`config.mk`:
```
export PLATFORM = sky130hd
export DESIGN_NAME = sim_config_ctrl_flat
export DESIGN_NICKNAME = d
export VERILOG_FILES = /design/src/rtl/sim_config_if.sv /design/src/rtl/sim_config_ctrl.sv /design/src/flat_wrapper.sv
export SDC_FILE = /design/constraint.sdc
export NUM_CORES = 1
export LEC_CHECK = 0
export BUFFER_PORTS_ARGS = -buffer_cell sky130_fd_sc_hd__buf_2
export CAP_MARGIN = 5
export CORE_AREA = 3 3 70 72
export DETAILED_ROUTE_END_ITERATION = 12
export DIE_AREA = 0 0 73 75
export MAX_ROUTING_LAYER = met4
export PLACE_DENSITY = 0.8
export SLEW_MARGIN = 10
export SYNTH_ARGS = -nofsm -noshare
export SYNTH_HDL_FRONTEND = slang
export SYNTH_SLANG_ARGS = --single-unit
```
`constraint.sdc`:
```
create_clock -name clk -period 4 [get_ports clk]
set_clock_uncertainty 0.1 [all_clocks]
set_input_delay 0.2 -clock clk [delete_from_list [all_inputs] [get_ports clk]]
set_output_delay 0.2 -clock clk [all_outputs]
set_load 0.05 [all_outputs]
```
`src/rtl/sim_config_if.sv`:
```
// sim_config_if: keypad-in / settings-out bus between the keypad encoder, sim_config_ctrl and the simulation core
interface sim_config_if #(
  parameter int NUM_SETTINGS = 3,
  parameter int VAL_W = 6
);
  localparam int SW = $clog2(NUM_SETTINGS);
  logic [3:0] buttonBus;
  logic pressed;
  logic [NUM_SETTINGS*VAL_W-1:0] maxVals;
  logic [1:0] simState;
  logic [SW-1:0] setting;
  logic [VAL_W-1:0] entry;
  logic [NUM_SETTINGS*VAL_W-1:0] values;
  logic commit;
  logic [SW-1:0] commitIdx;
  modport master (
    output buttonBus, pressed, maxVals,
    input simState, setting, entry, values, commit, commitIdx
  );
  modport slave (
    input buttonBus, pressed, maxVals,
    output simState, setting, entry, values, commit, commitIdx
  );
endinterface

```
`src/rtl/sim_config_ctrl.sv`:
```
// sim_config_ctrl: keypad run-state FSM with decimal entry into a clamped settings bank; define AUTO_RESTART_EN for the ENDING timeout
module sim_config_ctrl #(
  parameter int NUM_SETTINGS = 3,
  parameter int VAL_W = 6,
  parameter int MAX_DIGITS = 2,
  parameter logic [NUM_SETTINGS-1:0] LIVE_MASK = 3'b100,
  parameter logic [NUM_SETTINGS*VAL_W-1:0] RESET_VALS = '0,
  parameter int TIMEOUT = 1000
) (
  input logic clk,
  input logic rst,
  sim_config_if.slave bus
);
  localparam int SW = $clog2(NUM_SETTINGS);
  localparam int CW = $clog2(MAX_DIGITS + 1);
  localparam int XW = VAL_W + 4;
  localparam logic [1:0] S_START = 2'd0, S_SIM = 2'd1, S_PAUSE = 2'd2, S_END = 2'd3;
  localparam logic [3:0] K_STOP = 4'hA, K_RES = 4'hB, K_UP = 4'hC, K_DN = 4'hD, K_ESC = 4'hE, K_ENT = 4'hF;
  logic pressed_q, armed, ev, ed, dig_ok, wr, clr, to, commit_q;
  logic [3:0] key;
  logic [1:0] st, st_fsm, st_n;
  logic [SW-1:0] sel, sel_up, sel_dn, idx_q;
  logic [VAL_W-1:0] ent, lim, wval;
  logic [CW-1:0] cnt;
  logic [XW-1:0] cand;
  logic [NUM_SETTINGS*VAL_W-1:0] vals;
  // armed blocks a key held across reset from producing an event until it is released
  always_comb begin
    key = bus.buttonBus;
    ev = bus.pressed & ~pressed_q & armed;
    ed = (st == S_START) | ((st == S_PAUSE) & LIVE_MASK[sel]);
    cand = XW'(ent) * XW'(10) + XW'(key);
    dig_ok = ev & (key < 4'd10) & ed & (cand <= XW'(2 ** VAL_W - 1)) & (cnt < CW'(MAX_DIGITS));
    wr = ev & (key == K_ENT) & ed;
    lim = bus.maxVals[sel*VAL_W +: VAL_W];
    wval = ent < lim ? ent : lim;
    sel_up = sel == SW'(NUM_SETTINGS - 1) ? '0 : sel + 1'b1;
    sel_dn = sel == '0 ? SW'(NUM_SETTINGS - 1) : sel - 1'b1;
    st_fsm = !ev ? st :
             (st == S_START && key == K_RES) ? S_SIM :
             (st == S_SIM && key == K_STOP) ? S_PAUSE :
             (st == S_PAUSE && key == K_RES) ? S_SIM :
             (st == S_PAUSE && key == K_STOP) ? S_END :
             (st == S_END && key == K_RES) ? S_START : st;
    st_n = to ? S_START : st_fsm;
    clr = (ev & (key == K_ENT || key == K_ESC || key == K_UP || key == K_DN)) | (st_n != st);
  end
  // state, selection, entry accumulator and settings bank, all advanced on press events
  always_ff @(posedge clk) begin
    if (rst) begin
      pressed_q <= 1'b0;
      armed <= 1'b0;
      st <= S_START;
      sel <= '0;
      ent <= '0;
      cnt <= '0;
      vals <= RESET_VALS;
      commit_q <= 1'b0;
      idx_q <= '0;
    end else begin
      pressed_q <= bus.pressed;
      armed <= armed | ~bus.pressed;
      st <= st_n;
      sel <= (ev && key == K_UP) ? sel_up : (ev && key == K_DN) ? sel_dn : sel;
      ent <= clr ? '0 : dig_ok ? cand[VAL_W-1:0] : ent;
      cnt <= clr ? '0 : dig_ok ? cnt + 1'b1 : cnt;
      commit_q <= wr;
      if (wr) begin
        idx_q <= sel;
        vals[sel*VAL_W +: VAL_W] <= wval;
      end
    end
  end
`ifdef AUTO_RESTART_EN
  localparam int TW = $clog2(TIMEOUT + 1);
  logic [TW-1:0] tcnt;
  // cycles spent in ENDING since entry or the last event; zero elsewhere
  always_ff @(posedge clk) begin
    if (rst) tcnt <= '0;
    else tcnt <= (st != S_END || ev) ? '0 : tcnt + 1'b1;
  end
  assign to = (st == S_END) && !ev && (tcnt == TW'(TIMEOUT - 1));
`else
  assign to = (TIMEOUT < 0);
`endif
  assign bus.simState = st;
  assign bus.setting = sel;
  assign bus.entry = ent;
  assign bus.values = vals;
  assign bus.commit = commit_q;
  assign bus.commitIdx = idx_q;
endmodule

```
`src/flat_wrapper.sv`:
```
// flat-port wrapper written by rule: the top's interface ports become plain ports
module sim_config_ctrl_flat 
#(
  parameter int NUM_SETTINGS = 3,
  parameter int VAL_W = 6,
  parameter int MAX_DIGITS = 2,
  parameter logic [NUM_SETTINGS-1:0] LIVE_MASK = 3'b100,
  parameter logic [NUM_SETTINGS*VAL_W-1:0] RESET_VALS = '0,
  parameter int TIMEOUT = 1000
)
  (clk, rst, bus_buttonBus, bus_pressed, bus_maxVals, bus_simState, bus_setting, bus_entry, bus_values, bus_commit, bus_commitIdx);
  sim_config_if #(.NUM_SETTINGS(NUM_SETTINGS), .VAL_W(VAL_W)) bus_i ();
  input logic clk;
  input logic rst;
  input wire logic [$bits(bus_i.buttonBus)-1:0] bus_buttonBus;
  input wire logic [$bits(bus_i.pressed)-1:0] bus_pressed;
  input wire logic [$bits(bus_i.maxVals)-1:0] bus_maxVals;
  output wire logic [$bits(bus_i.simState)-1:0] bus_simState;
  output wire logic [$bits(bus_i.setting)-1:0] bus_setting;
  output wire logic [$bits(bus_i.entry)-1:0] bus_entry;
  output wire logic [$bits(bus_i.values)-1:0] bus_values;
  output wire logic [$bits(bus_i.commit)-1:0] bus_commit;
  output wire logic [$bits(bus_i.commitIdx)-1:0] bus_commitIdx;
  assign bus_i.buttonBus = bus_buttonBus;
  assign bus_i.pressed = bus_pressed;
  assign bus_i.maxVals = bus_maxVals;
  assign bus_simState = bus_i.simState;
  assign bus_setting = bus_i.setting;
  assign bus_entry = bus_i.entry;
  assign bus_values = bus_i.values;
  assign bus_commit = bus_i.commit;
  assign bus_commitIdx = bus_i.commitIdx;
  sim_config_ctrl #(.NUM_SETTINGS(NUM_SETTINGS), .VAL_W(VAL_W), .MAX_DIGITS(MAX_DIGITS), .LIVE_MASK(LIVE_MASK), .RESET_VALS(RESET_VALS), .TIMEOUT(TIMEOUT)) u_core (.clk(clk), .rst(rst), .bus(bus_i));
endmodule
```
==> reports/metrics.cfg <==
[final_layout]
final_layout_size_suffix_gt1_share_pct = 23.8
nets = 363
layout.core_utilization_pct = 61.4
synthToLayoutAreaGrowth_pct = 17.7
antenna_cells_inserted = 0
layout.filler_cells = 383

[logic_synthesis]
mappedNetlistArea_sq_um = 2270
yosys.area_share.adder_pct = 13.9
synthSimpleGateAreaFrac_pct = 17.7
synthTopCellsByCount = dfxtp_1, nor2_1, ha_1, a21oi_1, mux2i_1
synth-seq-cells = 35
synth_top_family_by_area = compound AO/OA/AOI/OAI gates
area_fraction_of_the_dominant_cell_type_after_synthesis_pct = 30.9
synth-seq-area-share_pct = 30.9
postSynthNetCount = 310
synthFlopType = dfxtp_1
most_frequently_used_cell_type_in_the_post_synthesis_netlist = dfxtp_1
synthesis.area_per_instance_sq_um = 8.70
ys_top_cells_by_area = dfxtp_1, ha_1, mux2i_1, a21oi_1, nor2_1
yosys.area_share.xor_xnor_pct = 2.31
number_of_flops_mapped_to_enable_cells_by_yosys = 0
synth-async-reset-ratio_pct = 0
synth-compound-area-share_pct = 18.1
synthCells = 261
yosysWarningCount = 0
yosys.cell_types.count = 48
synth.mux.area_fraction_pct = 12.2
post-synth-top-area-cell = dfxtp_1

[clocking]
clock_insertion_delay_worst_skew_ns = 0.28
clock_tree_from_tritoncts = built
clk_path_buf_depth = 2
cts.repair_timing.setup_buffer_count = 0
ctsHtreeMaxLevel = 2
cts.clk_slew.worst_paths_ns = 0.07
cts_root_buf = clkbuf_8
hold_buffer_count_at_cts = 0
clock-sinks = 35
cts_resized = 0
cts_buffers = 5

[power]
power_frac_clock_pct = 37.5
p_sw_w = 0.000180
power.ir.vdd_worst_uv = 105
sequential_cell_fraction_of_total_power_pct = 49.2
switching_share_pct = 24.6
post-layout-total-power_w = 0.000730
power-per-cell-area_nw_per_um2 = 273
cell_internal_pwr_w = 0.000550
power_frac_comb_pct = 13.3
power.leakage_nw = 1.16

[detailed_routing]
detailroute.via_count = 2064
routed_wl_mm = 5.30
drc = 0
routedWlPerCell_um = 14.4
number_of_nets_still_failing_antenna_checks_after_routing = 0
drt-vias-per-instance = 5.62
drt_pre_antenna_iters = 4
detailedRoute.firstIterationViolations = 118

[outcome]
outcome = finished, final reports clean

[timing]
maxSlewViolCount = 0
final_hold_viol_count = 0
tightest_slew_ns = 0.654
fin_tns_setup_ns = 0
timing.final.crit_period_ns = 3.29
final.setup.worst_slack_ns = 0.709
setup_repair_after_global_routing_missed_its_margin = no
fin_crit_sh_pct = 82.3
slew_headroom_pct = 56.4
fmax_mhz = 304
setup_viol = 0

[floorplan]
core_region_area_sq_um = 4350
die_y_um = 75
rows = 24
initial_util_pct = 52.2
floorplan.io_pins = 56
die_w_um = 73
die-area_sq_um = 5480

[min_path]
min_delay_path_depth = 2
hold_path.class = in -> reg
holdCritStartpoint = bus_pressed
min_to = u_core.armed

[global_route]
first_global_vias = 1966
grt_overflow = 0
grt_max_degree = 27
grt_pass1_wl_mm = 8.95
global_route.usage.total_pct = 21.4
grt_antenna_before_repair = 0

[setup_path]
critPathCaptureType = flip-flop
timing.reg2reg.setup_slack_ns = 0.71
worstPathArrival_ns = 3.41
cp_top_family = multiplexers
r2r_start = u_core.bus.setting[1]
ff2ff_path_depth = 10
path_cells = mux2i_1, nor2_1, a21oi_1, ha_1, and4_1, o41ai_2, o221ai_2, mux2_2, mux2_2, o21ai_1
cp_slowest_stage_delay_ns = 0.73
critical-path-top-cell-by-count = mux2_2
slowest_stage = dfxtp_1
crit_path_max_fanout = 15
worstPathRequired_ns = 4.12
worst-path-stages = 10
path_class = reg -> reg
critPathBufInv = 0
reg2reg_to = u_core.bus.values[9]
start_kind = flip-flop

[placement]
post-dp-hpwl_mm = 4.04
gp_routability_congestion = 0.920
place.port_buffers = 55
worst_slack_at_placement_ns = 0.733

[flow_run]
max-cap-violations = 0

routing by layer:
| layer | global-route usage [%] | share of wire [%] |
|---|---|---|
| met5 | - | 0 |
| met2 | 32.2 | 44 |
| met1 | 29.3 | 50 |
| met3 | 4.54 | 5.4 |
| met4 | 5.53 | 0.98 |
state kept, by name, summed over array words and instances, names as in the netlist:
| register | cells |
|---|---|
| u_core.bus.commit | 1 |
| u_core.armed | 1 |
| u_core.bus.simState | 2 |
| u_core.bus.commitIdx | 2 |
| u_core.bus.entry | 6 |
| u_core.bus.values | 18 |
| u_core.cnt | 2 |
| u_core.bus.setting | 2 |
| u_core.pressed_q | 1 |
logic make-up (layout without fill, tap and decap cells):
kind of cell	after synthesis	count (layout)
mux	26	26
flops	35	35
xor+xnor	6	6
compound gates	64	64
simple gates	79	79
fa+ha+maj	24	24
buf+inv	27	81
power by group through the flow:
stage / sequential (W) / clock (W) / combinational [W]
detailed placement: 0.000367 / 0 / 0.0000967
floorplan: 0.000372 / 0 / 0.0000615
global placement: 0.000367 / 0 / 0.0000942
CTS: 0.000359 / 0.000281 / 0.0000967
global route: 0.000360 / 0.000294 / 0.000109
finish: 0.000359 / 0.000273 / 0.0000971
cells in the final DEF, fill, tap and decap left out, types with 3 or more instances in the layout:
master and n:
clkbuf_8 7, mux2i_1 19, a2bb2oi_1 4, nand2_1 17, nor2_1 23, nand3b_1 3
ha_1 22, a21oi_1 20, dfxtp_1 35, nor3_1 6, nand4_1 4, o21ai_1 4
nor2b_1 5, mux2_2 5, nand2b_1 3, a21o_1 4, nand3_1 4, o21ai_0 17
buf_2 55, inv_1 16, xnor2_1 4, a211oi_1 4
cell type report:
cell class	count	area [sq um]	share of cell area (%)
multi-input cells	199	1460	54.5
inverters	16	60.1	2.25
repair buffers	57	290	10.9
clock buffers	8	100	3.74
well taps	52	65.1	2.43
flip-flops and latches	35	701	26.2
metrics by stage:
stage	hold WS, ns	instance area [sq um]	instances
6_report	0.0286	2670	367
2_1_floorplan	0.196	2270	261
3_5_place_dp	0.333	2570	359
3_3_place_gp	0.321	2570	359
5_1_grt	0.0454	2670	367
4_1_cts	0.0207	2670	367
worst reg2reg max path, stage by stage (launching register included):
cell	delay [ns]
dfxtp_1	0.73
mux2i_1	0.32
nor2_1	0.06
a21oi_1	0.17
ha_1	0.18
and4_1	0.19
o41ai_2	0.08
o221ai_2	0.54
mux2_2	0.45
mux2_2	0.29
o21ai_1	0.13
worst max path at each step:
stage | from | to | slack, ns
final | u_core.bus.setting[1] | u_core.bus.values[9] | 0.71
after detailed placement | u_core.bus.setting[1] | u_core.bus.values[9] | 0.73
after floorplan | u_core.bus.entry[1] | u_core.bus.entry[0] | 0.79
after global routing | u_core.bus.setting[1] | u_core.bus.values[7] | 0.36
after global placement | u_core.bus.setting[1] | u_core.bus.values[9] | 0.84
after CTS | u_core.bus.setting[1] | u_core.bus.values[9] | 0.72
Power figures use the tool's default switching activity.
